`config.mk`:
```
export PLATFORM = sky130hd
export DESIGN_NAME = mux_sel_pipe_flat
export DESIGN_NICKNAME = d
export VERILOG_FILES = /design/src/rtl/mux_sel_pipe_if.sv /design/src/rtl/mux_sel_pipe.sv /design/src/flat_wrapper.sv
export SDC_FILE = /design/constraint.sdc
export NUM_CORES = 1
export LEC_CHECK = 0
export BUFFER_PORTS_ARGS = -buffer_cell sky130_fd_sc_hd__buf_2
export CAP_MARGIN = 25
export CORE_MARGIN = 2
export CORE_UTILIZATION = 40
export DETAILED_ROUTE_END_ITERATION = 7
export HOLD_SLACK_MARGIN = 0.1
export PLACE_DENSITY_LB_ADDON = 0.12
export SLEW_MARGIN = 40
export SYNTH_ARGS = -nofsm -noshare
export SYNTH_HDL_FRONTEND = slang
export SYNTH_SLANG_ARGS = --single-unit
```
`constraint.sdc`:
```
create_clock -name clk -period 6.5 [get_ports clk]
set_clock_uncertainty 0.05 [all_clocks]
set_input_delay 1.3 -clock clk [delete_from_list [all_inputs] [get_ports clk]]
set_output_delay 1.3 -clock clk [all_outputs]
set_load 0.005 [all_outputs]
```
`src/rtl/mux_sel_pipe_if.sv`:
```
// Handshake and data bundle between an upstream producer, the selector and its consumer.
interface mux_sel_pipe_if #(
  parameter int unsigned WIDTH  = 32,
  parameter int unsigned NPORTS = 3,
  parameter int unsigned SELW   = 2
);
  logic [NPORTS*WIDTH-1:0] in_data;
  logic [SELW-1:0]         in_sel;
  logic                    in_valid;
  logic                    in_ready;
  logic [WIDTH-1:0]        out_data;
  logic                    out_valid;
  logic                    out_ready;
  logic                    out_bad;
  logic [7:0]              bad_cnt;

  // Environment side: offers input words and accepts output words.
  modport master (
    output in_data, in_sel, in_valid, out_ready,
    input  in_ready, out_data, out_valid, out_bad, bad_cnt
  );

  // Selector side.
  modport slave (
    input  in_data, in_sel, in_valid, out_ready,
    output in_ready, out_data, out_valid, out_bad, bad_cnt
  );
endinterface

```
`src/rtl/mux_sel_pipe.sv`:
```
// Port selector feeding a 2-entry skid buffer; out-of-range selects are flagged and counted.
module mux_sel_pipe #(
  parameter int unsigned       WIDTH       = 32,
  parameter int unsigned       NPORTS      = 3,
  parameter int unsigned       SELW        = 2,
  parameter int unsigned       BAD_HOLD    = 1,
  parameter logic [WIDTH-1:0]  DEFAULT_VAL = '0
) (
  input logic           clk,
  input logic           rst,
  mux_sel_pipe_if.slave bus
);

  typedef enum logic [1:0] {
    EMPTY = 2'd0,
    ONE   = 2'd1,
    FULL  = 2'd2
  } occ_t;

  occ_t             state_q, state_d;
  logic [WIDTH-1:0] main_q, main_d;
  logic             main_bad_q, main_bad_d;
  logic [WIDTH-1:0] skid_q, skid_d;
  logic             skid_bad_q, skid_bad_d;
  logic [WIDTH-1:0] last_good_q, last_good_d;
  logic [7:0]       bad_cnt_q, bad_cnt_d;
  logic             in_ready_q, in_ready_d;
  logic             out_valid_q, out_valid_d;

  logic             sel_ok;
  logic [WIDTH-1:0] pick;
  logic [WIDTH-1:0] in_word;
  logic             in_xfer;
  logic             out_xfer;

  // Pick the addressed port, or the fallback word when the select is out of range.
  always_comb begin
    sel_ok = (32'(bus.in_sel) < NPORTS);
    pick   = '0;
    for (int unsigned k = 0; k < NPORTS; k++) begin
      if (32'(bus.in_sel) == k) pick = bus.in_data[k*WIDTH +: WIDTH];
    end
    if (sel_ok)             in_word = pick;
    else if (BAD_HOLD != 0) in_word = last_good_q;
    else                    in_word = DEFAULT_VAL;
  end

  // Occupancy next-state, buffer moves, last-good tracking and bad counter.
  always_comb begin
    state_d     = state_q;
    main_d      = main_q;
    main_bad_d  = main_bad_q;
    skid_d      = skid_q;
    skid_bad_d  = skid_bad_q;
    last_good_d = last_good_q;
    bad_cnt_d   = bad_cnt_q;
    in_xfer     = bus.in_valid && in_ready_q;
    out_xfer    = out_valid_q && bus.out_ready;

    case (state_q)
      EMPTY: begin
        if (in_xfer) begin
          state_d    = ONE;
          main_d     = in_word;
          main_bad_d = !sel_ok;
        end
      end
      ONE: begin
        if (in_xfer && !out_xfer) begin
          state_d    = FULL;
          skid_d     = in_word;
          skid_bad_d = !sel_ok;
        end else if (out_xfer && !in_xfer) begin
          state_d = EMPTY;
        end else if (in_xfer && out_xfer) begin
          main_d     = in_word;
          main_bad_d = !sel_ok;
        end
      end
      FULL: begin
        // in_ready is low here, so only the drain side can move
        if (out_xfer) begin
          state_d    = ONE;
          main_d     = skid_q;
          main_bad_d = skid_bad_q;
        end
      end
      default: state_d = EMPTY;
    endcase

    if (in_xfer && sel_ok) last_good_d = pick;
    if (in_xfer && !sel_ok && (bad_cnt_q != 8'hFF)) bad_cnt_d = bad_cnt_q + 8'd1;

    in_ready_d  = (state_d != FULL);
    out_valid_d = (state_d != EMPTY);
  end

  // State and datapath registers; reset clears both buffered words immediately.
  always_ff @(posedge clk or posedge rst) begin
    if (rst) begin
      state_q     <= EMPTY;
      main_q      <= '0;
      main_bad_q  <= 1'b0;
      skid_q      <= '0;
      skid_bad_q  <= 1'b0;
      last_good_q <= DEFAULT_VAL;
      bad_cnt_q   <= 8'd0;
      in_ready_q  <= 1'b1;
      out_valid_q <= 1'b0;
    end else begin
      state_q     <= state_d;
      main_q      <= main_d;
      main_bad_q  <= main_bad_d;
      skid_q      <= skid_d;
      skid_bad_q  <= skid_bad_d;
      last_good_q <= last_good_d;
      bad_cnt_q   <= bad_cnt_d;
      in_ready_q  <= in_ready_d;
      out_valid_q <= out_valid_d;
    end
  end

  assign bus.in_ready  = in_ready_q;
  assign bus.out_valid = out_valid_q;
  assign bus.out_data  = main_q;
  assign bus.out_bad   = main_bad_q;
  assign bus.bad_cnt   = bad_cnt_q;

endmodule

```
`src/flat_wrapper.sv`:
```
// flat-port wrapper written by rule: the top's interface ports become plain ports
module mux_sel_pipe_flat 
#(
  parameter int unsigned       WIDTH       = 32,
  parameter int unsigned       NPORTS      = 3,
  parameter int unsigned       SELW        = 2,
  parameter int unsigned       BAD_HOLD    = 1,
  parameter logic [WIDTH-1:0]  DEFAULT_VAL = '0
)
  (clk, rst, bus_in_data, bus_in_sel, bus_in_valid, bus_out_ready, bus_in_ready, bus_out_data, bus_out_valid, bus_out_bad, bus_bad_cnt);
  mux_sel_pipe_if #(.WIDTH(WIDTH), .NPORTS(NPORTS), .SELW(SELW)) bus_i ();
  input logic clk;
  input logic rst;
  input wire logic [$bits(bus_i.in_data)-1:0] bus_in_data;
  input wire logic [$bits(bus_i.in_sel)-1:0] bus_in_sel;
  input wire logic [$bits(bus_i.in_valid)-1:0] bus_in_valid;
  input wire logic [$bits(bus_i.out_ready)-1:0] bus_out_ready;
  output wire logic [$bits(bus_i.in_ready)-1:0] bus_in_ready;
  output wire logic [$bits(bus_i.out_data)-1:0] bus_out_data;
  output wire logic [$bits(bus_i.out_valid)-1:0] bus_out_valid;
  output wire logic [$bits(bus_i.out_bad)-1:0] bus_out_bad;
  output wire logic [$bits(bus_i.bad_cnt)-1:0] bus_bad_cnt;
  assign bus_i.in_data = bus_in_data;
  assign bus_i.in_sel = bus_in_sel;
  assign bus_i.in_valid = bus_in_valid;
  assign bus_i.out_ready = bus_out_ready;
  assign bus_in_ready = bus_i.in_ready;
  assign bus_out_data = bus_i.out_data;
  assign bus_out_valid = bus_i.out_valid;
  assign bus_out_bad = bus_i.out_bad;
  assign bus_bad_cnt = bus_i.bad_cnt;
  mux_sel_pipe #(.WIDTH(WIDTH), .NPORTS(NPORTS), .SELW(SELW), .BAD_HOLD(BAD_HOLD), .DEFAULT_VAL(DEFAULT_VAL)) u_core (.clk(clk), .rst(rst), .bus(bus_i));
endmodule
```
# Yosys cells after proc, flatten, opt, wreduce, memory -nomap -nowiden
# Cells that the tools add are included.
[word_totals]
wordCells = 60
out_inout_bits = 43
input_bits = 102
register_bits = 110
[op_classes]
magnitude_cmp = 1
mux = 21
reduce_logical = 17
add_sub_neg = 1
n_eq_ne = 11
[op_table]
columns = ["op", "n"]
rows = [
  ["2-to-1 mux 32 bit", 9],
  ["one-hot mux 32 bit (3 select lines)", 1],
  ["adder 8 x 1 -> 8 bit (second input constant)", 1],
  ["logical AND 1 bit", 8],
  ["2-to-1 mux 2 bit", 4],
  ["inequality test 8 bit (second input constant)", 1],
  ["inequality test 2 x 1 -> 1 bit (second input constant)", 3],
  ["inequality test 2 bit (second input constant)", 3],
  ["one-hot mux 2 bit (3 select lines)", 1],
  ["AND reduction 6 bit", 1],
  ["2-to-1 mux 1 bit", 5],
  ["== test 2 x 1 -> 1 bit (second input constant)", 2],
  ["== test 2 bit (second input constant)", 2],
  ["logical NOT 2 bit", 2],
  ["logical NOT 1 bit", 3],
  ["one-hot mux 1 bit (3 select lines)", 1],
  ["nonzero test 3 bit", 1],
  ["less-than comparator 2 bit (second input constant)", 1],
  ["AND reduction 2 bit", 1],
  ["nonzero test 2 bit", 1],
]

# Longest topological paths before layout
[depth]
ltp_word = 9
depth_mapped = 7
ltp_nobuf = 5

# Least setup slack after synthesis
# OpenSTA, ideal clock, no wires.
[synth_path]
kind = "input-to-reg"
startpoint = "in bus_in_valid"
endpoint = "reg u_core.main_q[19] (netlist: u_core.bus.out_data[19])"
setup_ns = 0.125
cell_stages = 5
setup_slack_ns = 3.805
arrival_ns = 2.520
path_cell_list = "and3b_1 > o21ba_2 > a31oi_4 > clkbuf_8 > mux2_2"
[synth_between]
elab_chain_len = 5
[synth_lines]
columns = ["item", "line_no", "text"]
rows = [
  ["start: declaration", "flat_wrapper.sv:16", "input wire logic [$bits(bus_i.in_valid)-1:0] bus_in_valid;"],
  ["logical AND 1 bit *", "mux_sel_pipe.sv:57", "in_xfer = bus.in_valid && in_ready_q;"],
  ["logical NOT 1 bit", "mux_sel_pipe.sv:73", "end else if (out_xfer && !in_xfer) begin"],
  ["logical AND 1 bit", "mux_sel_pipe.sv:73", ""],
  ["inequality test 2 bit (no line)", "-", ""],
  ["AND reduction 6 bit (no line) *", "-", ""],
  ["end signal: assignment", "mux_sel_pipe.sv:112", "main_q <= main_d;"],
  ["end: declaration", "mux_sel_pipe.sv:21", "logic [WIDTH-1:0] main_q, main_d;"],
]
# Every way passes the cells marked *; elsewhere a longest branch is shown, timed or not.
# A chain may end at the register's enable or synchronous reset.

# Final worst setup path
[layout_path]
startpoint = "in bus_in_sel[1]"
endpoint = "reg u_core.last_good_q[4]"
[layout_between]
elab_chain_len = 4
[layout_lines]
columns = ["item", "line_no", "text"]
rows = [
  ["start: declaration", "flat_wrapper.sv:15", "input wire logic [$bits(bus_i.in_sel)-1:0] bus_in_sel;"],
  ["logical NOT 2 bit", "mux_sel_pipe.sv:41", "if (32'(bus.in_sel) == k) pick = bus.in_data[k*WIDTH +: WIDTH];"],
  ["2-to-1 mux 32 bit (3 in a row)", "mux_sel_pipe.sv:41", ""],
  ["end signal: assignment", "mux_sel_pipe.sv:116", "last_good_q <= last_good_d;"],
  ["end: declaration", "mux_sel_pipe.sv:25", "logic [WIDTH-1:0] last_good_q, last_good_d;"],
]
# Several ways; a longest one is shown, not always the timed one.

==> qor.csv <==
metric,value,unit
ys async rst share,100,%
crit path launch type,input pin,
1st-pass router iterations,5,
CTS tree,done,
CP max stage cell,nand2b_2,
period utilization,48.8,%
"Slew Viols, Final",0,
share of cells above drive strength 1,31.8,%
FMAX,315,MHz
CP Class,in -> reg,
Mapped Area,0.00599,sq mm
CP Max Fanout,90,
Die H,126,um
Port Buf Inserts,144,
synth top area cells,"dfrtp_1 46%, mux2_2 12%, o21ai_0 5.7%",
hold_buf cts,0,
io pins,145,
gp weighted congestion,0.775,
slew margin rel.,46.2,%
grt ovf,0,
Worst Tran Pin Value,0.807,ns
part of the power in registers,43.9,%
Final min period,3.17,ns
Max IR drop VDD,0.241,mV
Worst-Skew Late Latency,0.35,ns
Routed Antenna Nets,0,
total of max-cap violations,0,
number of vias in the routed layout,5237,
RSZ-0062 raised after global routing,no,
Gate Count Post-Synth,641,
delay of the slowest critical-path stage,0.60,ns
Worst Hold Class,reg -> reg,
Core Area,0.0146,sq mm
Yosys warning count,0,
LEAKAGE,0.00319,uW
clock sinks,110,
nets@finish,851,
average wire per standard cell,17.2,um
#FFs+latches synth,110,
Worst EP required,6.67,ns
CP cell instances,buf_4 > buf_6 > nand2b_2 > o22ai_1 > a21oi_1,
# setup viols final,0,
Sw Pwr,924,uW
final hold vios,0,
initial core utilization,41.1,%
sw frac,34.8,%
top-count cell post-synth,dfrtp_1,
vias in the first global route,5103,
crit end category,flip-flop,
Util after Layout,48.7,%
drt drc,0,
die footprint,0.0160,sq mm
Post-Syn Nets,744,
post-synth top area share,45.5,%
Die Wd,126,um
"Avg Cell Area, Syn",9.35,sq um
Comb pwr share,36.4,%
critical path's top delay family,buffers and inverters,
Root Buffer,clkbuf_16,
synth cell count leaders,"109 x dfrtp_1, 74 x nand2_1, 68 x o21ai_0",
part of the Yosys area used for sequential elements,46.0,%
clock tree buffer depth,2,
largest net degree at the start of global routing,91,
Power Density,373,mW/mm^2
setup total negative slack,0,ns
Fillers,1385,
cts bufs inserted,9,
Worst Path Arrival,3.34,ns
predominant post-synthesis flop cell,dfrtp_1,
row cnt,44,
GRT Overall Usage,20.5,%
"Clk pin slew, worst setup/hold paths",0.07,ns
detailed placement HPWL,10300,um
clock network fraction of design power,19.7,%
Via density,5.60,
Setup Buffers After CTS,0,
# H-tree levels,3,
Post-synth EDFFs,0,
first-pass GRT wire length,26000,um
cell-internal power,1730,uW
WP buf/inv,2,
PostCTS Resize Cnt,0,
status,completed,
Yosys cell types,36,
final WL,16100,um
antenna violations before repair,0,
diode count,0,
synth-to-layout area growth,18.6,%
biggest area consumer among synthesized cells,dfrtp_1,
initial DRC count,407,
stage by stage:
| stage | setup slack [ns] | cells | area [sq um] | hold slack, ns | total power (uW) |
|---|---|---|---|---|---|
| floorplan | 2.25 | 641 | 5990 | 0.400 | 1800 |
| detailed placement | 2.74 | 921 | 6830 | 0.420 | 2150 |
| global route | 3.15 | 935 | 7110 | 0.459 | 2850 |
| CTS | 3.12 | 935 | 7100 | 0.437 | 2690 |
| finish | 3.33 | 935 | 7110 | 0.429 | 2650 |
| global placement | 2.83 | 919 | 6760 | 0.412 | 2100 |
registers in the layout, indices dropped and copies added (netlist names):
name / count
u_core.bus.out_data: 32
u_core.skid_bad_q: 1
u_core.bus.in_ready: 1
u_core.last_good_q: 32
u_core.bus.out_bad: 1
u_core.state_q: 2
u_core.skid_q: 32
u_core.bus.out_valid: 1
u_core.bus.bad_cnt: 8
cells in the final DEF (no fill, tap or decap), drive strengths merged, types with 2 or more instances in the layout:
cell,Yosys,layout
and2,4,4
xor2,2,2
clkbuf,36,11
nor2,67,67
dfrtp,109,109
and3,2,2
mux2i,32,32
nor3,33,33
nand2,74,74
o21ai,68,68
clkinv,0,2
nand2b,3,3
mux2,66,66
and4,2,2
xnor2,3,3
o22ai,31,31
a211oi,31,31
nand4,2,2
buf,20,152
inv,4,4
nand3,5,5
a21oi,36,36
final cells by class:
type	count	area [sq um]	share of cell area [%]
clock buffers	11	253	3.56
repair buffers	152	833	11.7
well taps	184	230	3.24
multi-input cells	471	3000	42.1
clock inverters	3	21.3	0.299
inverters	4	20.0	0.282
flip-flops and latches	110	2750	38.7
layer usage:
metal / track usage [%] / up-vias / wire, um
met5: 0 / - / 0
met4: 4.78 / 0 / 205
met3: 5.40 / 17 / 1110
met2: 33.2 / 208 / 7460
met1: 27.6 / 2509 / 7300
li1: - / 2503 / -
power groups by stage:
stage	clock network, uW	logic [uW]	registers [uW]
after floorplan	0	652	1150
after global placement	0	937	1160
after detailed placement	0	977	1180
after CTS	543	979	1160
after global routing	565	1080	1200
final	522	967	1170
worst paths after layout:
path / depth (start not counted) / to / startpoint / slack [ns]
worst max-delay path: 5 / u_core.last_good_q[4]$_DFFE_PP0P_ / bus_in_sel[1] / 3.33
worst min-delay path: 2 / u_core.skid_q[23]$_DFFE_PP0P_ / u_core.skid_q[23]$_DFFE_PP0P_ / 0.43
worst max register to register: 5 / u_core.bus.out_data[1]$_DFFE_PP0P_ / u_core.state_q[0]$_DFF_PP0_ / 3.95
worst min register to register: 2 / u_core.skid_q[23]$_DFFE_PP0P_ / u_core.skid_q[23]$_DFFE_PP0P_ / 0.43
max in group asynchronous: 3 / u_core.skid_q[31]$_DFFE_PP0P_ / rst / 4.35
min in group asynchronous: 2 / u_core.bus.out_data[16]$_DFFE_PP0P_ / rst / 0.97
cell families (layout without fill, tap and decap cells):
| family | after synthesis | count (layout) | synth area share [%] |
|---|---|---|---|
| compound gates | 173 | 173 | 17.0 |
| flops | 110 | 110 | 46.0 |
| fa+ha+maj | 1 | 1 | 0.209 |
| mux | 98 | 98 | 17.8 |
| simple gates | 194 | 194 | 13.7 |
| buf+inv | 60 | 170 | 4.59 |
| xor+xnor | 5 | 5 | 0.731 |
worst min-delay path, stage by stage, from the launching register on:
cell and delay [ns]:
dfrtp_1 0.34, nand2_1 0.04, o21ai_0 0.06
Note: power is estimated with default switching activity, not from simulation.
